==> src/rtl/svc_rr_mux.sv <==
// svc_rr_mux: N-input valid/ready round-robin stream mux, registered output.
// Optional packet lock: define SVC_RR_MUX_PKT_LOCK_EN.
//
// Ports:
//   clk, rst_n           clock, synchronous active-low reset
//   in_valid/in_ready    per-input handshake (N bits each)
//   in_data              N*WIDTH, input i at [i*WIDTH +: WIDTH]
//   in_last              per-input end-of-packet flag
//   out_valid/out_ready  output handshake
//   out_data, out_last   registered output beat
//   out_grant            one-hot source of the current output beat
module svc_rr_mux #(
  parameter int WIDTH = 32,
  parameter int N     = 4
) (
  input  logic               clk,
  input  logic               rst_n,
  input  logic [N-1:0]       in_valid,
  input  logic [N*WIDTH-1:0] in_data,
  input  logic [N-1:0]       in_last,
  output logic [N-1:0]       in_ready,
  output logic               out_valid,
  output logic [WIDTH-1:0]   out_data,
  output logic               out_last,
  output logic [N-1:0]       out_grant,
  input  logic               out_ready
);

  localparam int IW = $clog2(N);

  logic             accept;
  logic             take;
  logic             adv;
  logic [N-1:0]     grant;
  logic [N-1:0]     rr_gnt;
  logic [IW-1:0]    ptr;
  logic [IW-1:0]    win;
  logic [WIDTH-1:0] mux_data;
  logic             mux_last;

  // First requester after p, wrapping N-1 -> 0.
  function automatic logic [N-1:0] rr_pick(
    input logic [N-1:0]  req,
    input logic [IW-1:0] p
  );
    logic [N-1:0]  g;
    logic          hit;
    logic [IW-1:0] j;
    g   = '0;
    hit = 1'b0;
    for (int k = 1; k <= N; k++) begin
      j = IW'((int'(p) + k) % N);
      if (!hit && req[j]) begin
        g[j] = 1'b1;
        hit  = 1'b1;
      end
    end
    return g;
  endfunction

  function automatic logic [IW-1:0] oh2idx(
    input logic [N-1:0] oh
  );
    logic [IW-1:0] r;
    r = '0;
    for (int i = 0; i < N; i++) begin
      if (oh[i]) r = r | IW'(i);
    end
    return r;
  endfunction

  assign accept   = !out_valid || out_ready;
  assign rr_gnt   = rr_pick(in_valid, ptr);
  assign in_ready = grant & {N{accept}};
  assign take     = |in_ready;
  assign win      = oh2idx(grant);

  always_comb begin
    mux_data = '0;
    mux_last = 1'b0;
    for (int i = 0; i < N; i++) begin
      mux_data = mux_data
               | ({WIDTH{grant[i]}} & in_data[i*WIDTH +: WIDTH]);
      mux_last = mux_last | (grant[i] & in_last[i]);
    end
  end

`ifdef SVC_RR_MUX_PKT_LOCK_EN
  logic         lock;
  logic [N-1:0] lock_gnt;

  // While locked, only the packet owner may be granted; a stalled
  // owner blocks everyone rather than letting another input interleave.
  assign grant = lock ? (in_valid & lock_gnt) : rr_gnt;
  // Fairness rotates per packet, not per beat.
  assign adv   = mux_last;

  always_ff @(posedge clk) begin
    if (!rst_n) begin
      lock     <= 1'b0;
      lock_gnt <= '0;
    end else if (take) begin
      lock     <= !mux_last;
      lock_gnt <= grant;
    end
  end
`else
  assign grant = rr_gnt;
  assign adv   = 1'b1;
`endif

  always_ff @(posedge clk) begin
    if (!rst_n) begin
      out_valid <= 1'b0;
      out_data  <= '0;
      out_last  <= 1'b0;
      out_grant <= '0;
      ptr       <= IW'(N - 1);
    end else if (accept) begin
      out_valid <= take;
      if (take) begin
        out_data  <= mux_data;
        out_last  <= mux_last;
        out_grant <= grant;
        if (adv) ptr <= win;
      end
    end
  end

endmodule
==> config.mk <==
export PLATFORM = sky130hd
export DESIGN_NAME = svc_rr_mux
export DESIGN_NICKNAME = d
export VERILOG_FILES = /design/src/rtl/svc_rr_mux.sv
export SDC_FILE = /design/constraint.sdc
export NUM_CORES = 1
export LEC_CHECK = 0
export CELL_PAD_IN_SITES_DETAIL_PLACEMENT = 0
export CELL_PAD_IN_SITES_GLOBAL_PLACEMENT = 2
export CORE_MARGIN = 2
export CORE_UTILIZATION = 18
export DETAILED_ROUTE_END_ITERATION = 8
export GPL_ROUTABILITY_DRIVEN = 0
export MAX_ROUTING_LAYER = met4
export PLACE_DENSITY_LB_ADDON = 0.1
export SLEW_MARGIN = 20
export SYNTH_ARGS = -nofsm -noshare
export SYNTH_HDL_FRONTEND = slang
export SYNTH_SLANG_ARGS = --single-unit
==> constraint.sdc <==
create_clock -name clk -period 4.1 [get_ports clk]
set_input_delay 0.41 -clock clk [delete_from_list [all_inputs] [get_ports clk]]
set_output_delay 0.41 -clock clk [all_outputs]
set_load 0.1 [all_outputs]
==> run summary <==
CP max stage cell = dfxtp_1
Reg clk slew, reported paths = 0.06 ns
Hold Fails Final Rpt = 0
Pin count of the biggest net entering global routing = 52
Grt met2 use = 23.8%
Core Area = 13300 sq um
Starting Density = 18.6%
WHS = 0.448 ns
Hold Crit Depth = 2
Launching element type of the critical path = flop
Average size of a mapped cell = 9.56 sq um
Top cell type's share of synthesized area = 32.5%
PD cells = 1000 nW/um^2
Die Wd = 121 microns
Flop-to-flop setup slack = 0.55 ns
Vias in the first global route = 2864
Area Overhead vs Synth = 83.4%
I/O pins = 181
Starting DRT DRC Count = 100
Synth Register Bits = 40
Reg-to-Reg End = out_data[23]
Overall Global Routing Usage = 14.1%
Critical Path Fanout Max = 37
Crit Path Category = flop to primary output
Clock skew = 0.00655 ns
Cell Rows = 42
Net Count, Synth = 405
Most used DFF post-synth = dfxtp_1
Area leader, netlist = dfxtp_1
CP endpoint kind = primary output
Setup violators final = 0
Initial antenna violation count = 0
Crit path largest cell delay = 0.54 ns
Clock sinks = 40
GRT Max-Usage Layer = met2
Input/output buffers = 180
Root buf cell = clkbuf_16
Count of cell types in the netlist = 27
Via/cell ratio = 4.65
HP Start = out_grant[3]
Total die area = 14700 sq um
FF-to-FF path depth = 9
Synth area leaders = dfxtp_1, a22oi_1, o211a_1
Post-Syn Area = 2470 sq um
Synth warn = 0
GR Util met3 = 3.62%
Post-Syn Instances = 258
Final HPWL DP = 6960 microns
RSZ-0062 raised after global routing = false
Worst Path Arrival = 3.39 ns
Met1 usage = 16.2%
Final nets = 568
Clock Tree Buf Depth = 2
CTS tree = yes
Minimum clock period = 3.80 ns
DRC = 0
Antenna Nets Post-Route = 0
N_diodes = 0
Total Power = 4.53 mW
Vias = 2768
Post-CTS setup buffers = 0
H-tree levels = 2
Sequential fraction of the synthesis area = 32.5%
Critical path launch point = ptr[0]
Clock Latency Late Sink = 0.29 ns
Max_slew headroom = 30.8%
VDD IR max = 0.521 mV
Post-DR wirelength/cell = 17.0 microns
Ys async rst share = 0%
Slew Limit Fails = 0
CTS hold repair buffers = 0
Global-route wire length before repair = 15100 microns
Worst R2R Start = ptr[0]
GRT overflow = 0
Cell with the most instances after synthesis = a22oi_1
Max cap viols = 0
Layout cells sized above 1 = 5.73%
Die H = 121 microns
Number of buffers created by CTS = 5
Critical Path RT = 3.69 ns
Fillers = 1423
Total Wirelength = 10100 microns
Most common library cells after synthesis = a22oi_1, dfxtp_1, nand3_1, o211a_1, buf_2
Hold Path Class = flop to flop
Critical-path cell list = inv_1 > ha_1 > mux4_2 > or3b_4 > o221ai_1 > a21o_1 > buf_6 > and2_1 > buf_12
Status = completed
Setup TNS = 0 ns
Hold path endpoint = out_grant[3]
Post-synth EDFFs = 0
Worst-Margin Slew = 1.03 ns
Fmax = 263 MHz
Tcrit/Tclk final = 92.8%
Leakage = 1.91 nW
Initial DRT Pass Iterations = 5
==> kinds of logic (layout without fill, tap and decap cells) <==
| group | count (synthesis) | in the layout | share of synthesized area [%] |
|---|---|---|---|
| and+or+nand+nor | 53 | 53 | 11.1 |
| AOI/OAI and AO/OA | 117 | 117 | 39.8 |
| DFF | 40 | 40 | 32.5 |
| buffers and inverters | 36 | 197 | 8.77 |
| adders and majority gates | 8 | 8 | 4.06 |
| muxes | 4 | 4 | 3.80 |
==> per-layer routing <==
layer  part of all wire (%)  vias up  routed length (microns)
li1                       -     1350                        -
met1                     43     1297                     4300
met2                     49      113                     4950
met3                    7.1        8                      718
met4                    1.3        0                      130
met5                      0        -                        0
==> layout make-up <==
cell class | instances | area [sq um] | share of cell area [%]
clock buffer | 5 | 125 | 2.76
timing repair buffer | 186 | 1910 | 42.1
sequential | 40 | 801 | 17.7
inverter | 6 | 22.5 | 0.498
multi-input combinational | 182 | 1450 | 32.1
tap | 176 | 220 | 4.87
==> metrics by stage <==
| stage | instance area (sq um) | cells | setup slack [ns] | utilization [%] |
|---|---|---|---|---|
| floorplan | 2470 | 258 | 0.406 | - |
| global placement | 4390 | 590 | 0.540 | 33.0 |
| detailed placement | 4390 | 590 | 0.505 | 33.0 |
| CTS | 4510 | 595 | 0.168 | 34.0 |
| global route | 4530 | 595 | 0.0502 | 34.0 |
| finish | 4530 | 595 | 0.295 | 34.0 |
==> power breakdown <==
part,leakage (nW),switching (mW),internal [mW]
logic,1.52,2.37,1.15
registers,0.332,0.0833,0.554
clock network,0.0616,0.158,0.215
total,1.91,2.61,1.92
==> placed cells by master, fill, tap and decap left out, types with 4 or more instances in the layout <==
master             n
a21o_1             4
nand3_1           33
o2bb2ai_1          4
clkdlybuf4s50_1  175
o211a_1           33
and2_1             4
dfxtp_1           40
ha_1               8
inv_1              6
nand2_1           12
buf_12             5
clkbuf_16          5
a22oi_1           66
==> state kept, by name (all words and copies together) (netlist names) <==
signal and flops:
out_data 32, out_grant 4, out_last 1, out_valid 1, ptr 2
==> what timing repair did <==
item                       4_1_cts  5_1_grt
setup endpoints to repair        0        3
hold endpoints to repair         0        0
gates resized for setup          0        3
==> worst max-delay path by stage <==
stage / endpoint / slack [ns] / cells past startpoint
floorplan: in_ready[3] / 0.41 / 10
global route: in_ready[3] / 0.05 / 9
CTS: in_ready[3] / 0.17 / 9
finish: in_ready[3] / 0.30 / 9
detailed placement: in_ready[3] / 0.51 / 9
global placement: in_ready[3] / 0.54 / 9
==> critical path, delay by kind of cell, from the launching register on <==
family	cells	cell delay, ns
adders and majority gates	1	0.36
AOI/OAI and AO/OA	2	0.34
buffers and inverters	3	0.68
and+or+nand+nor	2	0.73
DFF	1	0.54
muxes	1	0.44
(Power assumes the default switching activity.)
